`config.mk`:
```
export PLATFORM = sky130hd
export DESIGN_NAME = cordic_arbiter_flat
export DESIGN_NICKNAME = d
export VERILOG_FILES = /design/src/rtl/cordic_pkg.sv /design/src/rtl/cordic_arbiter_if.sv /design/src/rtl/cordic_tag_fifo.sv /design/src/rtl/cordic_arbiter.sv /design/src/flat_wrapper.sv
export SDC_FILE = /design/constraint.sdc
export NUM_CORES = 1
export LEC_CHECK = 0
export ABC_CLOCK_PERIOD_IN_PS = 4500
export BUFFER_PORTS_ARGS = -buffer_cell sky130_fd_sc_hd__buf_2
export CELL_PAD_IN_SITES_DETAIL_PLACEMENT = 0
export CELL_PAD_IN_SITES_GLOBAL_PLACEMENT = 1
export CORE_ASPECT_RATIO = 1.25
export CORE_MARGIN = 2
export CORE_UTILIZATION = 33
export CTS_CLUSTER_SIZE = 28
export DETAILED_ROUTE_END_ITERATION = 8
export PLACE_DENSITY = 0.75
export SETUP_SLACK_MARGIN = 0.1
export SLEW_MARGIN = 20
export SYNTH_ARGS = -nofsm -noshare
export SYNTH_HDL_FRONTEND = slang
export SYNTH_HIERARCHICAL = 1
export SYNTH_SLANG_ARGS = --single-unit
```
`constraint.sdc`:
```
create_clock -name clk -period 4.5 [get_ports clk]
set_input_delay 0 -clock clk [delete_from_list [all_inputs] [get_ports clk]]
set_output_delay 0 -clock clk [all_outputs]
set_load 0.02 [all_outputs]
```
`src/rtl/cordic_pkg.sv`:
```
// Shared constants and types for the CORDIC arbiter slice.
// Function selects are one-hot; anything else is treated as a bad command.
package cordic_pkg;

   localparam int unsigned RES_W = 16;

   localparam logic [3:0] SEL_SIN  = 4'b0001;
   localparam logic [3:0] SEL_COS  = 4'b0010;
   localparam logic [3:0] SEL_TAN  = 4'b0100;
   localparam logic [3:0] SEL_ATAN = 4'b1000;

   typedef enum logic {
      REQ_R0 = 1'b0,
      REQ_R1 = 1'b1
   } req_id_t;

   function automatic logic is_onehot(input logic [3:0] sel);
      return (sel == SEL_SIN) || (sel == SEL_COS) || (sel == SEL_TAN) || (sel == SEL_ATAN);
   endfunction

endpackage

```
`src/rtl/cordic_arbiter_if.sv`:
```
// One requester channel: command handshake plus the unbackpressured result pulse.
interface cordic_arbiter_if;
   import cordic_pkg::*;

   logic             valid;
   logic             ready;
   logic [15:0]      angle;
   logic [15:0]      another;
   logic [3:0]       select;
   logic             rsp_valid;
   logic [RES_W-1:0] rsp_data;

   modport master (
      output valid, angle, another, select,
      input  ready, rsp_valid, rsp_data
   );

   modport slave (
      input  valid, angle, another, select,
      output ready, rsp_valid, rsp_data
   );

endinterface

```
`src/rtl/cordic_tag_fifo.sv`:
```
// In-order FIFO of requester ids, one entry per CORDIC operation in flight.
module cordic_tag_fifo
   import cordic_pkg::*;
#(
   parameter int unsigned DEPTH = 8,
   parameter int unsigned CW    = $clog2(DEPTH + 1)
) (
   input  logic          clk,
   input  logic          rst,
   input  logic          push,
   input  req_id_t       push_id,
   input  logic          pop,
   output req_id_t       pop_id,
   output logic          full,
   output logic          empty,
   output logic [CW-1:0] count
);

   localparam int unsigned AW = (DEPTH > 1) ? $clog2(DEPTH) : 1;

   req_id_t        mem [DEPTH];
   logic [AW-1:0]  wr_ptr;
   logic [AW-1:0]  rd_ptr;
   logic           do_push;
   logic           do_pop;

   assign full    = (count == CW'(DEPTH));
   assign empty   = (count == '0);
   assign do_push = push && !full;
   assign do_pop  = pop && !empty;
   assign pop_id  = mem[rd_ptr];

   always_ff @(posedge clk) begin
      if (do_push) begin
         mem[wr_ptr] <= push_id;
      end
   end

   // DEPTH is a power of two, so the pointers wrap on their own.
   always_ff @(posedge clk) begin
      if (rst) begin
         wr_ptr <= '0;
         rd_ptr <= '0;
         count  <= '0;
      end else begin
         if (do_push) begin
            wr_ptr <= wr_ptr + AW'(1);
         end
         if (do_pop) begin
            rd_ptr <= rd_ptr + AW'(1);
         end
         if (do_push && !do_pop) begin
            count <= count + CW'(1);
         end else if (do_pop && !do_push) begin
            count <= count - CW'(1);
         end
      end
   end

endmodule

```
`src/rtl/cordic_arbiter.sv`:
```
// Round-robin sharing of one CORDIC between two requesters; a tag FIFO routes
// each in-order result back to the requester that issued it.
module cordic_arbiter
   import cordic_pkg::*;
#(
   parameter int unsigned DEPTH        = 8,
   parameter int unsigned FLUSH_CYCLES = 16,
   parameter int unsigned CW           = $clog2(DEPTH + 1)
) (
   input  logic                clk,
   input  logic                rst,
   cordic_arbiter_if.slave     r0,
   cordic_arbiter_if.slave     r1,
   output logic                cordic_valid,
   output logic [15:0]         cordic_angle,
   output logic [15:0]         cordic_another,
   output logic [3:0]          cordic_select,
   input  logic [RES_W-1:0]    cordic_out,
   input  logic                cordic_out_valid,
   output logic [CW-1:0]       outstanding,
   output logic                bad_cmd,
   output logic                orphan_err
);

   localparam int unsigned FW = $clog2(FLUSH_CYCLES + 2);

   req_id_t       rr_ptr;
   req_id_t       pop_id;
   req_id_t       grant_id;
   logic          elig0;
   logic          elig1;
   logic          grant0;
   logic          grant1;
   logic          granted;
   logic          sel_ok;
   logic          push;
   logic          pop;
   logic          fifo_full;
   logic          fifo_empty;
   logic [15:0]   g_angle;
   logic [15:0]   g_another;
   logic [3:0]    g_select;
   logic [FW-1:0] flush_cnt;

   // Bad selects never consume a slot, so they stay eligible when the FIFO is full.
   always_comb begin
      elig0     = r0.valid && (!fifo_full || !is_onehot(r0.select));
      elig1     = r1.valid && (!fifo_full || !is_onehot(r1.select));
      grant0    = elig0 && (!elig1 || rr_ptr == REQ_R0);
      grant1    = elig1 && (!elig0 || rr_ptr == REQ_R1);
      granted   = grant0 || grant1;
      grant_id  = grant1 ? REQ_R1 : REQ_R0;
      g_angle   = grant1 ? r1.angle   : r0.angle;
      g_another = grant1 ? r1.another : r0.another;
      g_select  = grant1 ? r1.select  : r0.select;
      sel_ok    = is_onehot(g_select);
      push      = granted && sel_ok;
      pop       = cordic_out_valid && !fifo_empty;
   end

   assign r0.ready = grant0;
   assign r1.ready = grant1;

   cordic_tag_fifo #(
      .DEPTH (DEPTH),
      .CW    (CW)
   ) u_tag_fifo (
      .clk     (clk),
      .rst     (rst),
      .push    (push),
      .push_id (grant_id),
      .pop     (pop),
      .pop_id  (pop_id),
      .full    (fifo_full),
      .empty   (fifo_empty),
      .count   (outstanding)
   );

   always_ff @(posedge clk) begin
      if (rst) begin
         cordic_valid   <= 1'b0;
         cordic_angle   <= '0;
         cordic_another <= '0;
         cordic_select  <= '0;
         bad_cmd        <= 1'b0;
         orphan_err     <= 1'b0;
         rr_ptr         <= REQ_R0;
         r0.rsp_valid   <= 1'b0;
         r0.rsp_data    <= '0;
         r1.rsp_valid   <= 1'b0;
         r1.rsp_data    <= '0;
         flush_cnt      <= FW'(FLUSH_CYCLES);
      end else begin
         cordic_valid <= push;
         bad_cmd      <= granted && !sel_ok;
         if (push) begin
            cordic_angle   <= g_angle;
            cordic_another <= g_another;
            cordic_select  <= g_select;
         end
         if (grant0) begin
            rr_ptr <= REQ_R1;
         end else if (grant1) begin
            rr_ptr <= REQ_R0;
         end
         r0.rsp_valid <= pop && (pop_id == REQ_R0);
         r1.rsp_valid <= pop && (pop_id == REQ_R1);
         if (pop && pop_id == REQ_R0) begin
            r0.rsp_data <= cordic_out;
         end
         if (pop && pop_id == REQ_R1) begin
            r1.rsp_data <= cordic_out;
         end
         if (flush_cnt != '0) begin
            flush_cnt <= flush_cnt - FW'(1);
         end
         // Results with no owner are only errors once pre-reset ops have drained.
         if (cordic_out_valid && fifo_empty && flush_cnt == '0) begin
            orphan_err <= 1'b1;
         end
      end
   end

endmodule

```
`src/flat_wrapper.sv`:
```
// flat-port wrapper written by rule: the top's interface ports become plain ports
module cordic_arbiter_flat import cordic_pkg::*;
#(
   parameter int unsigned DEPTH        = 8,
   parameter int unsigned FLUSH_CYCLES = 16,
   parameter int unsigned CW           = $clog2(DEPTH + 1)
)
  (clk, rst, cordic_valid, cordic_angle, cordic_another, cordic_select, cordic_out, cordic_out_valid, outstanding, bad_cmd, orphan_err, r0_valid, r0_angle, r0_another, r0_select, r0_ready, r0_rsp_valid, r0_rsp_data, r1_valid, r1_angle, r1_another, r1_select, r1_ready, r1_rsp_valid, r1_rsp_data);
  cordic_arbiter_if r0_i ();
  cordic_arbiter_if r1_i ();
  input  logic clk;
  input  logic rst;
  output logic cordic_valid;
  output logic [15:0] cordic_angle;
  output logic [15:0] cordic_another;
  output logic [3:0] cordic_select;
  input  logic [RES_W-1:0] cordic_out;
  input  logic cordic_out_valid;
  output logic [CW-1:0] outstanding;
  output logic bad_cmd;
  output logic orphan_err;
  input wire logic [$bits(r0_i.valid)-1:0] r0_valid;
  input wire logic [$bits(r0_i.angle)-1:0] r0_angle;
  input wire logic [$bits(r0_i.another)-1:0] r0_another;
  input wire logic [$bits(r0_i.select)-1:0] r0_select;
  output wire logic [$bits(r0_i.ready)-1:0] r0_ready;
  output wire logic [$bits(r0_i.rsp_valid)-1:0] r0_rsp_valid;
  output wire logic [$bits(r0_i.rsp_data)-1:0] r0_rsp_data;
  input wire logic [$bits(r1_i.valid)-1:0] r1_valid;
  input wire logic [$bits(r1_i.angle)-1:0] r1_angle;
  input wire logic [$bits(r1_i.another)-1:0] r1_another;
  input wire logic [$bits(r1_i.select)-1:0] r1_select;
  output wire logic [$bits(r1_i.ready)-1:0] r1_ready;
  output wire logic [$bits(r1_i.rsp_valid)-1:0] r1_rsp_valid;
  output wire logic [$bits(r1_i.rsp_data)-1:0] r1_rsp_data;
  assign r0_i.valid = r0_valid;
  assign r0_i.angle = r0_angle;
  assign r0_i.another = r0_another;
  assign r0_i.select = r0_select;
  assign r0_ready = r0_i.ready;
  assign r0_rsp_valid = r0_i.rsp_valid;
  assign r0_rsp_data = r0_i.rsp_data;
  assign r1_i.valid = r1_valid;
  assign r1_i.angle = r1_angle;
  assign r1_i.another = r1_another;
  assign r1_i.select = r1_select;
  assign r1_ready = r1_i.ready;
  assign r1_rsp_valid = r1_i.rsp_valid;
  assign r1_rsp_data = r1_i.rsp_data;
  cordic_arbiter #(.DEPTH(DEPTH), .FLUSH_CYCLES(FLUSH_CYCLES), .CW(CW)) u_core (.clk(clk), .rst(rst), .r0(r0_i), .r1(r1_i), .cordic_valid(cordic_valid), .cordic_angle(cordic_angle), .cordic_another(cordic_another), .cordic_select(cordic_select), .cordic_out(cordic_out), .cordic_out_valid(cordic_out_valid), .outstanding(outstanding), .bad_cmd(bad_cmd), .orphan_err(orphan_err));
endmodule
```
==> results.md <==
- Status: finished, final reports clean
- Critical path class: reg -> reg
- Number of top-level pins: 172
- Final weighted congestion in routability-driven placement: 0.823
- Final worst path period need: 4.22 ns
- Leading cell type in the layout, fill and taps excluded: sky130_fd_sc_hd__buf_2
- Count of buffers from port buffering: 171
- Final WS setup: 0.285 ns
- Number of flops mapped to enable cells by yosys: 8
- Pin count of the biggest net entering global routing: 59
- Synth unique cells: 54
- Setup repair after global routing missed its margin: no
- Clk slew on worst S/H paths: 0.07 ns
- Count of antenna diodes in the layout: 0
- Number of antenna violations at the first check in global routing: 0
- Logic depth of the worst register-to-register path: 17
- Capture point of the worst reg-to-reg path: u_core/u_tag_fifo/count[3]
- Dominant cells by area after synthesis: sky130_fd_sc_hd__dfxtp_1, sky130_fd_sc_hd__nand2_1, sky130_fd_sc_hd__o221a_1
- Cells after synthesis: 489
- Drt via density: 5.00
- Number of DRC markers in iteration 0: 208
- Total of endpoints with negative setup slack in the final report: 0
- Post-Route Skew: 0.00714 ns
- Area of the core region: 0.0138 mm2
- DP Wirelength: 8.45 mm
- Reg-to-reg setup timing slack: 0.28 ns
- Share of post-route cells with drive strength above 1: 33.1%
- Row count: 48
- Endpoint with the worst hold slack: u_core/cordic_another[3]
- Cell taking the most area after synthesis: sky130_fd_sc_hd__dfxtp_1
- Die Footprint: 0.0149 mm2
- Number of global-route vias before repair: 3945
- Post-CTS Repair Setup Buffers: 0
- Clock tree from TritonCTS: yes
- DRC violation count after routing: 0
- Total routed wirelength: 11.9 mm
- Worst min-delay path category: in -> reg
- Global-route usage over all layers: 15.8%
- Root buf cell: sky130_fd_sc_hd__clkbuf_16
- Worst vdd ir: 0.000217 V
- Number of hold-slack violations in the final timing report: 0
- Origin of the critical flop-to-flop path: u_core/u_tag_fifo/count[1]
- Chip Width: 110 um
- Max clock buf depth: 2
- Synthesized area divided by synthesized cell count: 9.43 um2
- Later-pin clock latency in the skew report: 0.34 ns
- Power density over the cells: 490 mW/mm2
- YS warnings: 6
- Hold Path Stages: 4
- Slew at the pin closest to its max-slew limit: 0.702 ns
- Worst endpoint data arrival time: 4.44 ns
- Initial standard-cell utilization of the core: 33.5%
- Post-Place Worst Slack: 0.175 ns
- Maximum fanout count along the critical path: 7
- First-pass detailed-route iteration total: 4
- Leading cell types in the layout, fill and taps excluded: sky130_fd_sc_hd__buf_2, sky130_fd_sc_hd__nand2_1, sky130_fd_sc_hd__dfxtp_1, sky130_fd_sc_hd__a21oi_1
- Worst path slowest cell: sky130_fd_sc_hd__or4b_4
- Setup tns final: 0 ns
- Count of state elements after synthesis: 100
- Die outline height: 136 um
- Via Count: 4219
- Number of max-slew violations in the final report: 0
- Total clock sinks: 100
- Delay contributed by the slowest stage of the critical path: 0.61 ns
- Share of flip-flops with an asynchronous set or reset: 0%
- Crit path capture type: flop
- Antenna violation net count after detailed routing: 0
- Cell-by-cell trace of the critical path: or4b_4, clkinvlp_4, inv_1, o211a_2, o211ai_2, xnor2_2, a21oi_2, a211oi_4, nand2_4, inv_4, ha_1, inv_1, ha_1, a21oi_1, a211oi_1, a31oi_1, mux2_1
- Primary FF master, synth: sky130_fd_sc_hd__dfxtp_1
- Remaining global-route overflow: 0
- Post-synthesis instance area: 0.00461 mm2
- Routed length per placed instance: 14.1 um
- Top-area cell type share of the netlist area: 39.9%
- Headroom to the max-slew limit: 53.2%
- Required time of the critical path: 4.72 ns
- Deepest level of the CTS H-tree: 3
- Type of element launching the critical path: flop
- Leak: 2.67 nW
- Post-layout utilization of the core: 43.9%
- Max Freq: 237 MHz
- Number of nets in the synthesized netlist: 589
- First-pass GRT wire length: 18.7 mm
- Syn-to-layout area delta: 31.0%
- Fraction of the yosys area taken by sequential cells: 45.1%
- Number of maximum-capacitance violations: 0
- Clock buffer count from CTS: 9
- Worst min-delay path startpoint: r0_another[3]
- Ratio of final minimum period to clock period: 93.7%
- Net count of the finished layout: 763
==> state kept, by name, summed over array words and instances (netlist names), 3 cells and up, named ones only <==
signal / cells
u_core/r1.rsp_data: 16
u_core/u_tag_fifo/count: 4
u_core/cordic_another: 16
u_core/u_tag_fifo/mem: 8
u_core/r0.rsp_data: 16
u_core/cordic_angle: 16
u_core/u_tag_fifo/rd_ptr: 3
u_core/flush_cnt: 5
u_core/u_tag_fifo/wr_ptr: 3
u_core/cordic_select: 4
==> logic make-up after synthesis <==
| logic type | after synthesis | synth area share, % |
|---|---|---|
| AND/OR/NAND/NOR | 175 | 16.3 |
| AO/OA/AOI/OAI | 113 | 19.9 |
| flip-flops | 100 | 45.1 |
| buffers and inverters | 43 | 4.91 |
| multiplexers | 39 | 9.14 |
| XOR/XNOR | 12 | 2.60 |
| adder cells (fa/ha/maj) | 7 | 2.06 |
==> area by class of cell <==
cell class | instances | area (um2)
flip-flops and latches | 100 | 2080
clock inverters | 6 | 70.1
well taps | 175 | 219
multi-input cells | 346 | 2310
repair buffers | 196 | 1090
clock buffers | 10 | 229
inverters | 10 | 43.8
fillers | 1332 | 7710
==> cells in the mapped netlist (6+ instances only) <==
cell / instances
sky130_fd_sc_hd__inv_1: 8
sky130_fd_sc_hd__nor2_1: 35
sky130_fd_sc_hd__nand2_1: 107
sky130_fd_sc_hd__mux2i_1: 34
sky130_fd_sc_hd__o221a_1: 32
sky130_fd_sc_hd__edfxtp_1: 8
sky130_fd_sc_hd__buf_6: 7
sky130_fd_sc_hd__ha_1: 6
sky130_fd_sc_hd__nor3_1: 9
sky130_fd_sc_hd__dfxtp_1: 92
sky130_fd_sc_hd__clkbuf_1: 20
sky130_fd_sc_hd__a21oi_1: 45
==> layer usage <==
metal	vias to the layer above	track usage (%)	routed length [um]
met4	0	5.49	160
li1	2092	-	-
met1	1965	19.1	5120
met5	-	0	0
met3	10	4.27	859
met2	152	26.6	5770
==> worst max-delay path by stage <==
stage                                from                         end  cells past startpoint
4_1_cts        u_core/u_tag_fifo/count[1]  u_core/u_tag_fifo/count[3]                     17
2_1_floorplan  u_core/u_tag_fifo/count[3]  u_core/u_tag_fifo/count[3]                     19
5_1_grt        u_core/u_tag_fifo/count[1]  u_core/u_tag_fifo/count[3]                     17
6_report       u_core/u_tag_fifo/count[1]  u_core/u_tag_fifo/count[3]                     17
3_5_place_dp   u_core/u_tag_fifo/count[1]  u_core/u_tag_fifo/count[3]                     17
3_3_place_gp   u_core/u_tag_fifo/count[1]  u_core/u_tag_fifo/count[3]                     17
==> worst max-delay path: cells and delay by family (launching register included) <==
| kind | cells | cell delay [ns] |
|---|---|---|
| flops | 1 | 0.41 |
| compound gates | 7 | 1.54 |
| xor+xnor | 1 | 0.16 |
| mux | 1 | 0.34 |
| buf+inv | 4 | 0.44 |
| fa+ha+maj | 2 | 0.49 |
| simple gates | 2 | 0.72 |
==> per-stage QoR <==
step	area [um2]	total power, mW	cells	hold WS [ns]
floorplan	4610	1.90	489	0.136
global placement	5560	2.16	810	0.247
detailed placement	5560	2.19	810	0.257
CTS	6030	2.99	843	0.0327
global route	6040	3.15	843	0.0493
finish	6040	2.96	843	0.0421
==> report_power, final <==
part	switching [mW]	internal, mW
Combinational	0.614	0.403
Sequential	0.104	1.06
Clock	0.345	0.438
Total	1.06	1.90
==> what timing repair did <==
action                     in CTS  in global routing
gates resized for setup         0                  4
setup endpoints to repair       0                  1
hold endpoints to repair       33                  0
hold buffers                   17                  0
Note: power is estimated with default switching activity, not from simulation.
